## src/rtl/exec_unit.sv

```systemverilog
// exec_unit: accumulator execute stage driven by fetch/decode/execute strobes
module exec_unit #(
  parameter int ADDR_W = 5,
  parameter int DATA_W = 8
) (
  input  logic              clk,
  input  logic              reset,
  input  logic              fetch,
  input  logic              decode,
  input  logic              execute,
  input  logic [ADDR_W-1:0] pc_adr,
  input  logic [DATA_W-1:0] mem_data_in,
  output logic [ADDR_W-1:0] mem_adr,
  output logic [DATA_W-1:0] mem_wdata,
  output logic              mem_we,
  output logic              pc_load,
  output logic [ADDR_W-1:0] pc_nxt,
  output logic [DATA_W-1:0] acc,
  output logic              carry,
  output logic              zero,
  output logic              halt
);
  typedef enum logic [2:0] {OP_NOP, OP_LD, OP_ADD, OP_SUB, OP_STR, OP_AND, OP_JMP, OP_HLT} op_t;
  logic [DATA_W-1:0] ir;
  logic              ir_valid;
  op_t               op;
  logic              do_dec;
  logic              do_exe;
  logic [DATA_W:0]   sum;
  logic [DATA_W:0]   dif;
  logic [DATA_W-1:0] acc_nxt;
  logic              carry_nxt;
  logic              upd_z;
  assign op = op_t'(ir[DATA_W-1:DATA_W-3]);
  // fetch outranks decode outranks execute; execute also needs a pending instruction
  assign do_dec = decode && !fetch && !halt;
  // reset gates the strobes directly so a reset mid-execute kills mem_we/pc_load at once
  assign do_exe = execute && !fetch && !decode && ir_valid && !halt && reset;
  assign mem_adr = fetch ? pc_adr : decode ? mem_data_in[ADDR_W-1:0] : ir[ADDR_W-1:0];
  assign mem_wdata = acc;
  assign mem_we = do_exe && op == OP_STR;
  assign pc_load = do_exe && op == OP_JMP;
  assign pc_nxt = ir[ADDR_W-1:0];
  assign sum = {1'b0, acc} + {1'b0, mem_data_in};
  assign dif = {1'b0, acc} - {1'b0, mem_data_in};
  // result and flag selection for the instruction in ir; the MSB of dif is the borrow
  always_comb begin
    acc_nxt = op == OP_LD  ? mem_data_in :
              op == OP_ADD ? sum[DATA_W-1:0] :
              op == OP_SUB ? dif[DATA_W-1:0] :
              op == OP_AND ? (acc & mem_data_in) : acc;
    carry_nxt = op == OP_ADD ? sum[DATA_W] : op == OP_SUB ? dif[DATA_W] : carry;
    upd_z = op inside {OP_LD, OP_ADD, OP_SUB, OP_AND};
  end
  // instruction register, accumulator, flags and sticky halt
  always_ff @(posedge clk or negedge reset) begin
    if (!reset) begin
      ir       <= '0;
      ir_valid <= 1'b0;
      acc      <= '0;
      carry    <= 1'b0;
      zero     <= 1'b1;
      halt     <= 1'b0;
    end else if (do_dec) begin
      ir       <= mem_data_in;
      ir_valid <= 1'b1;
    end else if (do_exe) begin
      acc      <= acc_nxt;
      carry    <= carry_nxt;
      ir_valid <= 1'b0;
      if (upd_z) zero <= acc_nxt == '0;
      if (op == OP_HLT) halt <= 1'b1;
    end
  end
endmodule

```

## config.mk

```make
export PLATFORM = sky130hd
export DESIGN_NAME = exec_unit
export DESIGN_NICKNAME = d
export VERILOG_FILES = /design/src/rtl/exec_unit.sv
export SDC_FILE = /design/constraint.sdc
export NUM_CORES = 1
export LEC_CHECK = 0
export CAP_MARGIN = 20
export CORE_UTILIZATION = 51
export CTS_CLUSTER_DIAMETER = 100
export DETAILED_ROUTE_END_ITERATION = 6
export GPL_ROUTABILITY_DRIVEN = 0
export GPL_TIMING_DRIVEN = 0
export PLACE_DENSITY = 0.81
export REMOVE_ABC_BUFFERS = 1
export SYNTH_ARGS = -nofsm -noshare
export SYNTH_HDL_FRONTEND = slang
export SYNTH_SLANG_ARGS = --single-unit
export TNS_END_PERCENT = 50
```

## constraint.sdc

```tcl
create_clock -name clk -period 3 [get_ports clk]
set_input_delay 0.6 -clock clk [delete_from_list [all_inputs] [get_ports clk]]
set_output_delay 0.6 -clock clk [all_outputs]
set_load 0.01 [all_outputs]
```

## Word-level counts from Yosys, hierarchy flattened

Index checks and enable logic that the tools add are counted.

| word-level totals | value |
|---|---|
| word-level logic and storage cells | 47 |
| bits in registers | 20 |
| input bits | 18 |

| operators by class | value |
|---|---|
| muxes and demuxes | 10 |
| bitwise gates (word level) | 2 |
| reduce and logical (&&, ||, !) cells | 20 |
| equality and inequality tests | 7 |
| $add $sub $neg | 2 |

Operators with widths:

| operator | number |
|---|---|
| $mux 8 | 4 |
| $eq 3x3->1 const B | 4 |
| $mux 5 | 2 |
| $add 8x8->9 | 1 |
| $logic_and 1x1->1 | 9 |
| $reduce_and 3->1 | 3 |
| $sub 8x8->9 | 1 |
| $and 8x8->8 | 1 |
| $logic_not 8->1 | 1 |
| $eq 3x2->1 const B | 2 |
| $mux 1 | 4 |
| $reduce_bool 2->1 | 2 |
| $reduce_bool 4->1 | 1 |
| $eq 3x1->1 const B | 1 |
| $logic_not 1->1 | 3 |
| $reduce_and 2->1 | 1 |
| $not 1->1 | 1 |

## Depth between registers and ports, before layout

| depth | value |
|---|---|
| word-level depth | 8 |
| gate-level depth with buffers | 10 |
| gate-level depth less buffers | 10 |

## Worst setup path before layout

No wires, ideal clock.

| path | value |
|---|---|
| kind | input -> output |
| start point | in decode |
| end point | out pc_load |
| cell stages on the path | 6 |
| slack | 0.523 ns |
| arrival | 1.877 ns |
| cell sequence | buf_2 -> nand4b_1 -> or3_1 -> clkbuf_1 -> clkbuf_1 -> nor3_1 |

| between the ends | value |
|---|---|
| cells in the longest elaborated chain, start to end | 6 |

Ends and longest elaborated chain:

| item | line | text |
|---|---|---|
| start, declared | 9 | `input logic decode,` |
| $logic_not 1->1 | 38 | `assign do_exe = execute && !fetch && !decode && ir_valid && !halt && reset;` |
| $logic_and 1x1->1 (4 in a row) | 38 |  |
| $logic_and 1x1->1 | 42 | `assign pc_load = do_exe && op == OP_JMP;` |
| end, declared | 16 | `output logic pc_load,` |

No other way between the ends.

## Final worst setup path

| path | value |
|---|---|
| start point | in decode |
| end point | out mem_we |

| between the ends | value |
|---|---|
| cells in the longest elaborated chain, start to end | 6 |

Ends and longest elaborated chain:

| item | line | text |
|---|---|---|
| $logic_not 1->1 | 38 |  |
| $logic_and 1x1->1 (4 in a row) | 38 |  |
| $logic_and 1x1->1 | 41 | `assign mem_we = do_exe && op == OP_STR;` |
| end, declared | 15 | `output logic mem_we,` |

No other way between the ends.

==> reports/results.env <==
RUN_STATUS='complete, no violations'
FINAL_ANTENNA_NET_COUNT=0
SYNTH_FF_TYPE='sky130_fd_sc_hd__dfrtp_1'
R2R_SETUP_SLACK_NS=0.27
RSZ0062_AT_GRT='yes'
GROUTE.USAGE.OVERALL_PCT=27.7
PWR_DENSITY_CELL_mW_PER_MM2=872
LAYOUT-DRIVE-GT1-SHARE_PCT=11.1
SYNTH_SEQ_AREA_SHARE_PCT=23.2
POWER_mW=2.30
GRT_PASS1_WL_MM=9.27
TRITONCTS_NUM_SINKS=20
STARTING_DRC_COUNT_IN_DETAILED_ROUTING=252
DIE-AREA_MM2=0.00451
POST_SYNTH.CELL_AREA_AVG_UM2=8.20
SETUP_VIOL=0
WIRELENGTH_MM=5.67
CRIT_PATH_START_KIND='input pin'
MAX_CAP_VIOL_COUNT=0
SETUP.WORST_PATH.START='decode'
NUM_ROWS=23
CLKLATENCYLATEPIN_NS=0.27
PWR-SHARE-SEQ_PCT=24.2
POWER_FRAC_COMB_PCT=67.4
FINAL_NET_COUNT=327
DIODES=0
GR-TOTAL-OVERFLOW=0
YOSYS.CELL_TYPES.COUNT=57
DRT_DRC_VIOLATIONS_LEFT=0
SYNTH_ASYNC_SR_FLOP_SHARE_PCT=100
CLOCK_SKEW_NS=0.00795
WORST_SETUP_PATH_ENDPOINT='mem_we'
CRITICAL_PATH_CELL_BY_CELL='dlygate4sd2_1 -> nand4b_1 -> nor3_2 -> and3_1 -> clkdlybuf4s50_1'
TIMING.CRITICAL_PATH.REQUIRED_NS=2.40
PLACED_CELL_AREA_MM2=0.00253
VIA_COUNT_OF_THE_FIRST_GLOBAL_ROUTING_PASS=1952
NETSWITCHINGFRACTION_PCT=46.7
RR_ENDPOINT='zero'
SYN-INSTANCE-COUNT=264
CRITICAL_PATH.N_BUFFERS_INVERTERS=2
FINAL_COMMON_CELL='sky130_fd_sc_hd__clkdlybuf4s50_1'
FIRST_PASS_ITERS=4
FIN_CRIT_SH_PCT=98.0
VIA_COUNT=2031
AREA_DELTA_SYNTH_FINAL_PCT=21.7
SYNTH.FF_LATCH_COUNT=20
CTS_HTREE_LEVELS=1
DPL.CELL_COUNT=334
CRITICAL_PATH_DEPTH=5
IO_BUFFER_COUNT=48
SWITCHINGPOWER_mW=1.07
CTS.REPORTEDPATHS.CLKPINSLEW_NS=0.08
CTS_BUFFER_DEPTH=2
CTS_TREE='yes'
YOSYS_WARNINGS=0
DIE_HEIGHT_UM=67.2
CRITPATHMAXFANOUT=7
CRITICAL_PATH.TOP_DELAY_FAMILY='simple AND/OR/NAND/NOR gates'
ROUTED_WIRE_LENGTH_PER_INSTANCE_UM=16.7
DIE_X_UM=67.2
TIMING_MAX_TRANSITION_VIOLATIONS_FINAL=0
DETAILEDPLACEMENTHPWL_MM=4.08
POWER_FRAC_CLOCK_PCT=8.5
EDFF_COUNT_SYNTH=0
SYN-CELL-AREA_MM2=0.00217
REG2REG_PATH_DEPTH=7
CRITPATHMAXSTAGEDELAY_NS=0.53
NUMBER_OF_BUFFERS_CREATED_BY_CTS=3
VDD_IR_DROP_MAX_uV=410
HOLDCRITPATHCLASS='in -> async'
TIGHTEST_SLEW_NS=0.885
ANTENNA_FOUND_INITIAL=0
CTS_ROOT_BUF='sky130_fd_sc_hd__clkbuf_8'
LIBRARY_CELL_CONTRIBUTING_THE_LARGEST_SINGLE_DELAY_ON_THE_CRITICAL_PATH='sky130_fd_sc_hd__clkdlybuf4s50_1'
GRT_MAX_DEGREE=28
LEAKAGEPOWER_nW=1.14
WORST_SLEW_MARGIN_REL_PCT=41.0
CRITPATHKIND='in -> out'
FINALCOREUTILIZATION_PCT=65.4
FIN_CRIT_NS=2.94
DATA_ARRIVAL_TIME_OF_THE_CRITICAL_PATH_NS=2.34
REPORT.FINAL.HOLD_VIOL_COUNT=0
DETAIL_ROUTE.VIAS_PER_CELL=5.99
CORE-AREA_MM2=0.00403
R2R-START='ir[7]'
INITIAL_CELL_DENSITY_OF_THE_CORE_PCT=53.8
POST_LAYOUT_NONFILLER_INSTANCES=339
FINAL_CELL_MIX='sky130_fd_sc_hd__clkdlybuf4s50_1 (42), sky130_fd_sc_hd__nor2_1 (19), sky130_fd_sc_hd__dfrtp_1 (19)'
CRIT_PATH_CAPTURE_TYPE='primary output'
ACHIEVABLE-FREQUENCY_MHz=340
FINAL_AREA_MM2=0.00264
P_INT_mW=1.23
IOPINCOUNT=49
[flip-flops by register name, summed over array words and instances, names as in the netlist]
name / flops
halt: 1
ir_valid: 1
ir: 8
zero: 1
carry: 1
acc: 8
[layer usage]
layer	wire length, um	track usage (%)	up-vias
met5	0	0	-
li1	-	-	986
met1	2450	37.4	946
met2	2650	45.3	87
met3	449	3.55	12
met4	116	9.31	0
[logic make-up (layout without fill, tap and decap cells)]
group                    after synthesis  after routing  synth area share, %
AND/OR/NAND/NOR                       67             67                 15.6
multiplexers                          17             17                 8.38
adder cells (fa/ha/maj)               19             19                 11.7
flip-flops                            20             20                 23.2
AO/OA/AOI/OAI                         88             88                 27.3
buffers and inverters                 47             72                 11.5
XOR/XNOR                               6              6                 2.43
[layout make-up]
class | count | area, um2
clock buffers | 4 | 45.0
fillers | 341 | 1390
inverters | 18 | 67.6
multi-input cells | 197 | 1460
flip-flops and latches | 20 | 502
well taps | 50 | 62.6
repair buffers | 50 | 498
[cell usage after synthesis, drive strengths merged, types with 2 or more instances]
cell / count / area share [%]
a22oi: 2 / 0.69
o21bai: 3 / 1.0
o2bb2ai: 2 / 0.81
nor2b: 6 / 2.1
nand2: 19 / 3.6
buf: 23 / 7.3
inv: 18 / 3.1
nand2b: 5 / 1.4
nor3: 10 / 2.3
a21oi: 16 / 3.7
clkbuf: 6 / 1.0
o22ai: 2 / 0.58
a31oi: 4 / 1.2
a32oi: 2 / 0.81
mux2i: 8 / 3.7
xnor2: 4 / 1.6
and3: 2 / 0.58
nor2: 19 / 3.3
o21ai: 26 / 6.0
fa: 2 / 1.8
o41ai: 2 / 1.2
ha: 17 / 9.8
mux2: 9 / 4.7
a21o: 2 / 0.69
a211oi: 3 / 1.0
o211ai: 5 / 1.7
a22o: 2 / 0.81
xor2: 2 / 0.81
dfrtp: 19 / 22
o21a: 4 / 1.4
[worst reg2reg max path: stages (launching register included)]
cell	delay, ns
sky130_fd_sc_hd__dfrtp_1	0.71
sky130_fd_sc_hd__nor2b_1	0.78
sky130_fd_sc_hd__nand2_4	0.17
sky130_fd_sc_hd__o22ai_1	0.22
sky130_fd_sc_hd__a21oi_1	0.07
sky130_fd_sc_hd__nor3_1	0.20
sky130_fd_sc_hd__a21oi_1	0.10
sky130_fd_sc_hd__o41ai_2	0.38
[repair_timing]
item,CTS,global route
setup buffers,1,0
hold buffers,0,0
pin swaps,1,0
setup endpoints to repair,3,5
gates resized for setup,10,11
cloned,0,0
[worst min-delay path by stage]
stage               startpoint       end  slack, ns  cells past startpoint
floorplan                reset    acc[0]       0.30                      0
global placement      ir_valid  ir_valid       0.46                      1
detailed placement    ir_valid  ir_valid       0.47                      1
CTS                      reset    acc[4]       0.21                      1
global route             reset    acc[4]       0.22                      1
finish                   reset    acc[4]       0.21                      1
[metrics by stage]
step	TNS [ns]	setup WS (ns)	hold WS (ns)
floorplan	0	0.597	0.304
global placement	-3.39	-1.04	0.459
detailed placement	-3.63	-1.05	0.471
CTS	0	0.0143	0.211
global route	-0.0601	-0.0426	0.224
finish	0	0.0601	0.205
[power by group through the flow]
stage,Sequential [mW],Combinational (mW),Clock (mW)
finish,0.556,1.55,0.194
CTS,0.549,1.48,0.198
floorplan,0.578,0.894,0
global route,0.579,1.70,0.204
global placement,0.548,1.45,0
detailed placement,0.554,1.47,0
Note: power is estimated with default switching activity, not from simulation.
==> edit 1, RTL diff (same flow settings) <==
Reset style: synchronous (`reset`), changed in one clocked block.
--- a/src/rtl/exec_unit.sv
+++ b/src/rtl/exec_unit.sv
@@ -53,7 +53,7 @@
     upd_z = op inside {OP_LD, OP_ADD, OP_SUB, OP_AND};
   end
   // instruction register, accumulator, flags and sticky halt
-  always_ff @(posedge clk or negedge reset) begin
+  always_ff @(posedge clk) begin
     if (!reset) begin
       ir       <= '0;
       ir_valid <= 1'b0;
Formal check against the unedited RTL: differs if reset is asserted again (counterexample within 4 cycles, from zero or initial values and one cycle with reset low); with reset held inactive, the same outputs for 10 cycles.
==> edit 1 against the unedited design <==
Setup slack gained 0.11 ns; critical endpoint is now zero$_SDFFE_PN1P_; maximum frequency grew 3.8%; sequential cell count is the same; synthesized area grew 2.3%; register-to-register slack gained 0.15 ns; via count grew 11%; routed wire length grew 1.6%; sequential share of layout area shrank 4.0 points; hold slack gained 0.28 ns; final area grew 1.1%; die area grew 2.2%.
Power is left out: it rests on default switching activity, and per cell area and clock period it moved more than threefold.
==> edit 1: results (changes against the unedited design) <==
[synth]
syn_inst=299  ; +13%
yosys_warnings=0  ; unchanged
synth_compound_area_share_pct=27.9  ; +0.64 points
async_reset_ff_share_pct=0  ; -100 points
yosysSeqAreaShare_pct=18.1  ; -5.1 points
synth_xor_area_share_pct=1.98  ; -0.45 points
synth_cell_types=62  ; +8.8%
synth_area_leaders=dfxtp_1 (18%), ha_1 (9.6%), nand2_1 (6.4%), buf_4 (5.1%), a21oi_1 (5.0%)
synth-adder-area-share_pct=11.4  ; -0.26 points
muxShareOfSynthArea_pct=6.05  ; -2.3 points
synth_top_flop_cell=dfxtp_1
synth_top_cells_by_count=nand2_1 (38), a21oi_1 (22), dfxtp_1 (20)

[finish]
final.fill_count=364  ; +6.7%
diodes=0  ; unchanged
finalNetCount=357  ; +9.2%
reg.largest.list=acc: 8 flops, ir: 8 flops
drive_gt1_share_pct=9.40  ; -1.7 points

[grt]
grt_max_degree=29  ; +3.6%
grt_pass1_vias=2007  ; +2.8%
grt_use_met2_pct=41.5  ; -3.8 points
met1_usage_pct=36.8  ; -0.57 points
antenna_found_initial=0  ; unchanged
grt_pass1_wl_microns=9340  ; +0.67%
track_usage_pct=26.6  ; -1.0 points
use_met3_pct=4.17  ; +0.62 points

[routing]
drtIter0Drc=181  ; -28%
vias_per_cell=6.08  ; +1.5%
first_pass_iters=5  ; +1
dr_total_vias=2245  ; +11%
wl_per_cell_microns=15.6  ; -6.7%

[sta]
finalSetupViolations=0  ; unchanged
slew_headroom_pct=37.2  ; -3.7 points
report.final.slew_viol_count=0  ; unchanged
finClkSkew_ns=0.00298  ; -0.00497 ns

[setup_path]
path_delay_family=compound AO/OA/AOI/OAI gates
cp_slowest_cell=clkdlybuf4s50_1
max_stage_delay_ns=0.57  ; +0.04 ns
cp.arrival_ns=2.99  ; +0.65 ns
crit_fanout=9  ; +2

[clocking]
cts.clk_slew.worst_paths_ns=0.08  ; about the same
cts_buffers=3  ; unchanged
clockBufferDepth=2  ; unchanged
cts_max_level=1  ; unchanged
cts-root-buf=clkbuf_8
worstSkewPairLatency_ns=0.26

[outcome]
status=finished, final reports clean

[hold_path]
hold_path.class=reg -> reg

[placement]
hpwl_microns=4260  ; +4.2%
numPortBuffers=48  ; unchanged
dpl.cell_count=365  ; +9.3%

[edit 1: area by class of cell]
class,count,share of cell area (%)
multi-input cells,227,59.0
repair buffers,48,17.9
flip-flops and latches,20,15.1
inverters,20,2.91
well taps,50,2.35
clock buffers,3,1.55
clock inverters,1,1.13
[edit 1: what timing repair did]
item / in CTS / in global routing
hold buffers: 0 / 0
buffers inserted: 0 / 0
resized for setup: 5 / 11
setup endpoints to repair: 4 / 5
[edit 1: worst reg2reg max path: cells and delay by family, from the launching register on]
kind                       cells  cell delay, ns
and+or+nand+nor                3            0.70
buffers and inverters          1            0.09
AOI/OAI and AO/OA              4            0.66
DFF                            1            0.45
adders and majority gates      2            0.63
[edit 1: cell families (layout without fill, tap and decap cells)]
kind of cell | count (synthesis) | count (layout)
xor+xnor | 5 | 5
buf+inv | 52 | 72
flops | 20 | 20
simple gates | 103 | 103
compound gates | 87 | 87
fa+ha+maj | 19 | 19
mux | 13 | 13
[edit 1: per-layer routing]
layer / up-vias / part of all wire (%)
met5: - / 0
met3: 18 / 8.5
met1: 1028 / 44
met2: 111 / 45
li1: 1088 / -
met4: 0 / 2.2
[edit 1: metrics by stage]
step           utilization (%)  setup WS [ns]  setup TNS [ns]  hold slack, ns  cell area (sq um)
4_1_cts                   64.5        0.00329               0           0.493               2630
5_1_grt                   65.2         0.0270               0           0.511               2660
3_5_place_dp              62.7         -0.339           -1.54           0.479               2560
3_3_place_gp              62.7         -0.298           -1.31           0.460               2560
2_1_floorplan                -          0.585               0           0.465               2020
6_report                  65.2          0.167               0           0.486               2660
[edit 1: final timing paths]
| path | from | slack (ns) | end | cells past startpoint |
|---|---|---|---|---|
| worst max-delay path | mem_data_in[2] | 0.17 | zero$_SDFFE_PN1P_ | 9 |
| worst min register to register | ir[1]$_SDFFE_PN0P_ | 0.49 | ir[1]$_SDFFE_PN0P_ | 2 |
| worst max register to register | acc[0]$_SDFFE_PN0P_ | 0.42 | zero$_SDFFE_PN1P_ | 10 |
| worst min-delay path | ir[1]$_SDFFE_PN0P_ | 0.49 | ir[1]$_SDFFE_PN0P_ | 2 |
==> edit 2, RTL diff (same settings) <==
Without the edit above. Set the parameter `DATA_W` to 10 (it was 8).
--- a/src/rtl/exec_unit.sv
+++ b/src/rtl/exec_unit.sv
@@ -1,7 +1,7 @@
 // exec_unit: accumulator execute stage driven by fetch/decode/execute strobes
 module exec_unit #(
   parameter int ADDR_W = 5,
-  parameter int DATA_W = 8
+  parameter int DATA_W = 10
 ) (
   input  logic              clk,
   input  logic              reset,
Ports: changed (resized acc, mem_data_in and mem_wdata); port bits go from 49 to 55. The function was not compared with the original's and may differ.
==> edit 2 against the unedited design <==
Register-to-register slack worse by 0.10 ns; combinational power is 48% higher; die area is 21% higher; routed wire length is 27% higher; largest cell class unchanged; sequential power is 19% higher; total power is 40% higher; sequential share of layout area is 2.1 points lower; sequential cell count is 2 higher; maximum frequency is 2.0% higher; synthesized area is 22% higher; final area is 23% higher; setup slack better by 0.059 ns.
==> edit 2: results (changes against the unedited design) <==
[outcome]
status=finished, final reports clean

[grt]
grt_pass1_wl_microns=11800  ; +27%
antenna_found_initial=0  ; unchanged
met1_usage_pct=39.5  ; +2.1 points
grt_pass1_vias=2453  ; +26%
grt_use_met2_pct=43.4  ; -1.8 points
use_met3_pct=3.25  ; -0.30 points
grt_max_degree=25  ; -11%
track_usage_pct=27.7  ; +0.063 points

[routing]
first_pass_iters=4  ; unchanged
dr_total_vias=2561  ; +26%
wl_per_cell_microns=16.9  ; +0.89%
drtIter0Drc=211  ; -16%

[synth]
synth_compound_area_share_pct=26.7  ; -0.59 points
synth_cell_types=67  ; +18%
synth_area_leaders=dfrtp_1 (20%), ha_1 (9.5%), buf_4 (5.1%), mux2_2 (5.1%), a21oi_1 (4.9%)
yosysSeqAreaShare_pct=20.9  ; -2.3 points
yosys_warnings=0  ; unchanged
async_reset_ff_share_pct=100  ; unchanged
synth_xor_area_share_pct=1.99  ; -0.44 points
synth_top_cells_by_count=nor2_1 (28), a21oi_1 (26), inv_1 (23)
synth-adder-area-share_pct=11.0  ; -0.70 points
muxShareOfSynthArea_pct=8.51  ; +0.14 points

[setup_path]
max_stage_delay_ns=0.53  ; about the same
path_delay_family=buffers and inverters
cp.arrival_ns=2.28  ; -0.06 ns
timing.rr.end=zero$_DFFE_PN1P_
cp_slowest_cell=clkdlybuf4s50_1
crit_fanout=7  ; unchanged
reg2reg_from=acc[2]$_DFFE_PN0P_
r2r_cells=9  ; +2
ff2ff_setup_slack_ns=0.17  ; -0.10 ns

[power_and_ir_drop]
p_leak_uw=0.00136  ; +20%
power.sequential.total_uw=659  ; +19%
switching_share_pct=46.8  ; +0.13 points
ir_worst_vdd_mv=0.602  ; +47%
seqPwrFrac_pct=20.4  ; -3.8 points
powerClk_uw=275  ; +42%

[hold_path]
hold_path.class=in -> async

[clocking]
cts.clk_slew.worst_paths_ns=0.08  ; about the same
worstSkewPairLatency_ns=0.26
cts-root-buf=clkbuf_8
cts_buffers=3  ; unchanged

[finish]
finalNetCount=404  ; +24%
drive_gt1_share_pct=15.0  ; +3.9 points
reg.largest.list=acc: 10 flops, ir: 8 flops

[placement]
hpwl_microns=5240  ; +28%
numPortBuffers=54  ; +13%
place_ws_ns=-1.09  ; -0.0452 ns

[sta]
slew_headroom_pct=46.1  ; +5.2 points
hold_ws_ns=0.215  ; +0.00948 ns
finClkSkew_ns=0.00268  ; -0.00527 ns

-- edit 2: cell count changes in the layout (fill, tap and decap cells not counted), sizes merged, moves of 4 or more --
| cell | unedited run | this run |
|---|---|---|
| a21oi | 16 | 26 |
| nor2 | 19 | 28 |
| nand3 | 1 | 7 |
| inv | 18 | 23 |
| nor2b | 6 | 11 |
| a211oi | 3 | 7 |
| and2 | 0 | 4 |
| nor3 | 10 | 6 |
| or2 | 0 | 4 |
-- edit 2: cell type report --
cell class              count  area (sq um)
inverters                  23          86.3
fillers                   388          1600
flip-flops and latches     22           552
clock inverters             1          30.0
multi-input cells         254          1910
well taps                  67          83.8
repair buffers             58           546
clock buffers               3          41.3
-- edit 2: worst max-delay path by stage --
stage,start,end,slack [ns]
after floorplan,mem_data_in[2],zero$_DFFE_PN1P_,0.26
after global routing,mem_data_in[1],zero$_DFFE_PN1P_,0.003
after CTS,mem_data_in[4],zero$_DFFE_PN1P_,0.03
after global placement,reset,pc_load,-1.08
final,decode,pc_load,0.12
after detailed placement,reset,pc_load,-1.09
-- edit 2: stage by stage --
step                instance area (sq um)  cells
CTS                                  3220    427
global placement                     3060    420
floorplan                            2440    299
detailed placement                   3070    421
finish                               3250    428
global route                         3250    428
-- edit 2: metal layers --
metal	wire length, microns	share of wire (%)
met2	3270	45
met1	3260	45
met5	0	0
met4	110	1.5
met3	572	7.9
-- edit 2: timing repair --
item	CTS	global route
pin swaps	2	6
setup buffers	2	1
resized for setup	32	18
setup endpoints to repair	6	4
-- edit 2: worst register-to-register path, delay by kind of cell (launching register included) --
kind | cells | cell delay, ns
AO/OA/AOI/OAI | 5 | 0.84
adder cells (fa/ha/maj) | 1 | 0.36
flip-flops | 1 | 0.51
multiplexers | 1 | 0.21
AND/OR/NAND/NOR | 2 | 0.82
